`config.mk`:
```
export PLATFORM = sky130hd
export DESIGN_NAME = next_pc_unit
export DESIGN_NICKNAME = d
export VERILOG_FILES = /design/src/rtl/next_pc_unit.sv
export SDC_FILE = /design/constraint.sdc
export NUM_CORES = 1
export LEC_CHECK = 0
export BUFFER_PORTS_ARGS = -buffer_cell sky130_fd_sc_hd__buf_2
export CORE_AREA = 2 2 134 136
export DETAILED_ROUTE_END_ITERATION = 8
export DIE_AREA = 0 0 136 138
export GPL_ROUTABILITY_DRIVEN = 0
export HOLD_SLACK_MARGIN = 0.1
export PLACE_DENSITY = 0.7
export SLEW_MARGIN = 5
export SYNTH_ARGS = -nofsm -noshare
export SYNTH_HDL_FRONTEND = slang
export SYNTH_SLANG_ARGS = --single-unit
```
`constraint.sdc`:
```
create_clock -name clk -period 5.8 [get_ports clk]
set_input_delay 0.58 -clock clk [delete_from_list [all_inputs] [get_ports clk]]
set_output_delay 0.58 -clock clk [all_outputs]
set_load 0.01 [all_outputs]
```
`src/rtl/next_pc_unit.sv`:
```
// MIPS32 fetch-stage PC register: sequential advance, jump/branch/JR redirect,
// a one-deep pending-redirect buffer for stalled cycles, and a misaligned-JR trap.
module next_pc_unit #(
    parameter logic [31:0] RESET_PC   = 32'h0000_0000,
    parameter logic [31:0] EXC_VECTOR = 32'h0000_0080
) (
    input  logic        clk,
    input  logic        reset,
    input  logic        fetch_ready,
    input  logic        stall,
    input  logic        branch_taken,
    input  logic [15:0] branch_imm,
    input  logic        jump_en,
    input  logic [25:0] jump_index,
    input  logic        jr_en,
    input  logic [31:0] jr_target,
    output logic [31:0] pc,
    output logic [31:0] pcplus4,
    output logic        pc_valid,
    output logic        exc_flag,
    output logic [31:0] epc
);

    typedef enum logic [1:0] {
        BOOT = 2'd0,
        RUN  = 2'd1,
        PEND = 2'd2
    } state_e;

    state_e      state_q;
    logic [31:0] pc_q;
    logic [31:0] pend_q;
    logic [31:0] epc_q;
    logic        pc_valid_q;
    logic        exc_flag_q;

    logic        advance_d;
    logic        redir_d;
    logic        trap_d;
    logic [31:0] redir_tgt_d;
    logic [31:0] branch_tgt_d;
    logic [31:0] jump_tgt_d;

    // NOTE: every signal driven here gets a default first, so no path can infer a latch.
    always_comb begin
        pcplus4      = pc_q + 32'd4;
        advance_d    = pc_valid_q & fetch_ready & ~stall;
        branch_tgt_d = pcplus4 + {{14{branch_imm[15]}}, branch_imm, 2'b00};
        jump_tgt_d   = {pcplus4[31:28], jump_index, 2'b00};
        trap_d       = jr_en & (jr_target[1:0] != 2'b00);
        redir_d      = jr_en | jump_en | branch_taken;
        redir_tgt_d  = branch_tgt_d;
        // Priority jr > jump > branch; a misaligned JR is steered to the trap vector.
        if (jr_en) begin
            redir_tgt_d = trap_d ? EXC_VECTOR : jr_target;
        end else if (jump_en) begin
            redir_tgt_d = jump_tgt_d;
        end
    end

    // NOTE: sequential state uses non-blocking assignments only, so every register
    // samples the pre-edge values of the others.
    always_ff @(posedge clk) begin
        if (reset) begin
            state_q    <= BOOT;
            pc_q       <= RESET_PC;
            pend_q     <= '0;
            epc_q      <= '0;
            pc_valid_q <= 1'b0;
            exc_flag_q <= 1'b0;
        end else begin
            exc_flag_q <= 1'b0;
            if (state_q != BOOT && trap_d) begin
                exc_flag_q <= 1'b1;
                epc_q      <= pc_q;
            end
            unique case (state_q)
                BOOT: begin
                    state_q    <= RUN;
                    pc_valid_q <= 1'b1;
                end
                RUN: begin
                    if (advance_d) begin
                        pc_q <= redir_d ? redir_tgt_d : pcplus4;
                    end else if (redir_d) begin
                        pend_q  <= redir_tgt_d;
                        state_q <= PEND;
                    end
                end
                PEND: begin
                    if (advance_d) begin
                        pc_q    <= redir_d ? redir_tgt_d : pend_q;
                        pend_q  <= '0;
                        state_q <= RUN;
                    end else if (redir_d) begin
                        pend_q <= redir_tgt_d;
                    end
                end
                default: state_q <= BOOT;
            endcase
        end
    end

    assign pc       = pc_q;
    assign pc_valid = pc_valid_q;
    assign exc_flag = exc_flag_q;
    assign epc      = epc_q;

endmodule

```
==> impl_metrics.env <==
export IMPL_p_per_area_nw_per_um2=247.3
export IMPL_rsz0062_at_grt="no"
export IMPL_tritoncts="built"
export IMPL_ctsHoldBuffers=0
export IMPL_ys_ff_latch=100
export IMPL_dieArea_sq_um=18770
export IMPL_ys_seq_area_share_pct=28.78
export IMPL_ir_drop_v=0.0001497
export IMPL_grt_max_degree=68
export IMPL_leakagePower_nw=3.751
export IMPL_synth_top_cell_area_share_pct=28.78
export IMPL_ios=179
export IMPL_cts_sink_count=100
export IMPL_grt_usage_pct=25.65
export IMPL_finalSetupViolCount=0
export IMPL_portBuffers=178
export IMPL_slew_headroom_pct=19.56
export IMPL_hold_path_cell_count=2
export IMPL_cts_root_buf="clkbuf_16"
export IMPL_fin_skew_ps=8.565
export IMPL_yosysUniqueCellTypes=69
export IMPL_crit_required_ps=6030
export IMPL_finalHoldViolCount=0
export IMPL_grt_met3_usage_pct=5.244
export IMPL_diodes=0
export IMPL_drv_slew=0
export IMPL_ys_warn_count=0
export IMPL_wl_per_cell_um=19.17
export IMPL_setup_slack_ps=1514
export IMPL_final_cell_mix="buf_2, nand2_1, dfxtp_1, nor2_1, a21oi_1"
export IMPL_antenna_found_initial=0
export IMPL_grt_pass1_vias=6877
export IMPL_tightestPinTransition_ps=1205
export IMPL_criticalPathCategory="reg2reg"
export IMPL_synth_area_leaders="dfxtp_1, nand2_1, ha_1, a21oi_1, nor2_1"
export IMPL_post_cts_resized=0
export IMPL_viasPerCell=5.794
export IMPL_grt_pass1_wl_um=37690
export IMPL_clk_latency_ps=360
export IMPL_die_height_um=138
export IMPL_use_met2_pct=42.37
export IMPL_synth_edf_count=0
export IMPL_htreeDepth=3
export IMPL_reg2regPathDepth=15
export IMPL_clkTransAtPathRegs_ps=80
export IMPL_setup_worst_path_end_class="register"
export IMPL_drive_gt1_share_pct=22.54
export IMPL_syn_avg_cell_area_sq_um=7.595
export IMPL_fin_setup_tns_ps=0
export IMPL_syn_area_sq_um=6957
export IMPL_cp_max_fo=7
export IMPL_multiInputGateArea_sq_um=4662
export IMPL_grtUsageMet1_pct=32.86
export IMPL_grt_remaining_overflow=0
export IMPL_core_area_sq_um=17530
export IMPL_synth_net_count=1037
export IMPL_maxCapViolCount=0
export IMPL_drc=0
export IMPL_detail_route_antenna_nets=0
export IMPL_rows=49
export IMPL_cp_arrival_ps=4510
export IMPL_postCtsSetupBuffers=0
export IMPL_startpoint_type="register"
export IMPL_status="completed"
export IMPL_synth_cells=916
export IMPL_drt_iter0_drc=702
export IMPL_initial_core_util_pct=39.67
export IMPL_syn2layout_area_growth_pct=19.01
export IMPL_dpl_hpwl_um=17800
export IMPL_fmax_ghz=0.2333
export IMPL_grt_busiest_layer="met2"
export IMPL_dp_slack_ps=1589
export IMPL_holdCritStartpoint="pend_q[11]"
export IMPL_final_nets=1172
export IMPL_r2r_start="pc[10]"
export IMPL_period_share_pct=73.89
export IMPL_crit_start="pc[10]"
export IMPL_drt_pass1_iterations=5
export IMPL_yosysTopAreaCell="dfxtp_1"
export IMPL_hold_path_class="reg2reg"
export IMPL_final_common_cell="buf_2"
export IMPL_die_x_um=136
export IMPL_ctsLongestPathBuffers=2
export IMPL_cts_buffers=9
export IMPL_fin_crit_ps=4286
export IMPL_register_area_sq_um=2002
export IMPL_synthFlopType="dfxtp_1"
export IMPL_fill_cells=1750
export IMPL_num_vias=7445
export IMPL_wl_um=24630
export IMPL_synthArstFlopShare_pct=0
## routing by layer
layer	part of all wire, %	wire [um]
met3	8.2	2009
met1	42	10350
met4	2.5	607
met5	0	0
met2	47	11660
## final timing paths
check	slack (ps)	to
setup / recovery	1510	pc[26]
hold / removal	450	pend_q[11]
setup reg to reg	1510	pc[26]
hold reg to reg	450	pend_q[11]
## layout make-up
cell class                 instances  share of cell area [%]
clock inverter                     7                   1.028
tap                              229                   3.461
timing repair buffer             187                   11.58
clock buffer                       9                   2.720
sequential                       100                   24.18
multi-input combinational        737                   56.31
inverter                          16                  0.7254
## kinds of logic (layout without fill, tap and decap cells)
| logic type | after synthesis | count (layout) | synth area share [%] |
|---|---|---|---|
| AND/OR/NAND/NOR | 344 | 344 | 23.22 |
| AO/OA/AOI/OAI | 275 | 275 | 25.45 |
| flip-flops | 100 | 100 | 28.78 |
| buffers and inverters | 79 | 219 | 4.460 |
| XOR/XNOR | 48 | 48 | 6.367 |
| adder cells (fa/ha/maj) | 40 | 40 | 7.302 |
| multiplexers | 30 | 30 | 4.424 |
## critical path: stages (launching register included)
cell and delay, ps:
dfxtp_1 480, nand4_2 250, nor4_4 380, and2_2 300
nand4_1 140, xnor2_1 480, ha_1 370, a21o_1 200
a21o_1 170, a21oi_1 180, nand2_1 80, o31ai_2 330
xnor2_1 160, a222oi_1 390, o21a_1 190, nor3_2 50
## flip-flops by register name, indices dropped and copies added (netlist names)
name and count:
exc_flag 1, state_q 2, pc_valid 1, pc 32, epc 32, pend_q 32
## cells in the mapped netlist, drive strengths merged (7+ instances only)
cell type and instances:
nand3 23, o211ai 9, mux2i 24, nor2 97, nand4 14, clkbuf 52
o21ai 61, buf 11, inv 16, nand2b 10, dfxtp 100, xnor2 29
a22oi 31, nor2b 9, a21oi 87, xor2 19, o31ai 7, ha 39
a211oi 11, a21o 15, nor3 22, a31oi 7, nand2 133
## where the power goes
part           leakage [nW]  switching [mW]  internal (mW)  total [mW]
logic                  2.79           0.417          0.212       0.629
registers             0.810          0.0416          0.737       0.779
clock network         0.152           0.297          0.343       0.640
## stage by stage
| step | power, mW | std cells | util, % | area (sq um) | hold WS, ps |
|---|---|---|---|---|---|
| 3_3_place_gp | 1.401 | 1269 | 45.45 | 7969 | 432.4 |
| 3_5_place_dp | 1.409 | 1269 | 45.45 | 7969 | 440.7 |
| 2_1_floorplan | 1.199 | 916 | - | 6957 | 416.3 |
| 5_1_grt | 2.149 | 1285 | 47.22 | 8279 | 462.7 |
| 4_1_cts | 2.046 | 1285 | 47.22 | 8279 | 452.3 |
| 6_report | 2.047 | 1285 | 47.22 | 8279 | 452.9 |
Note: power is estimated with default switching activity, not from simulation.
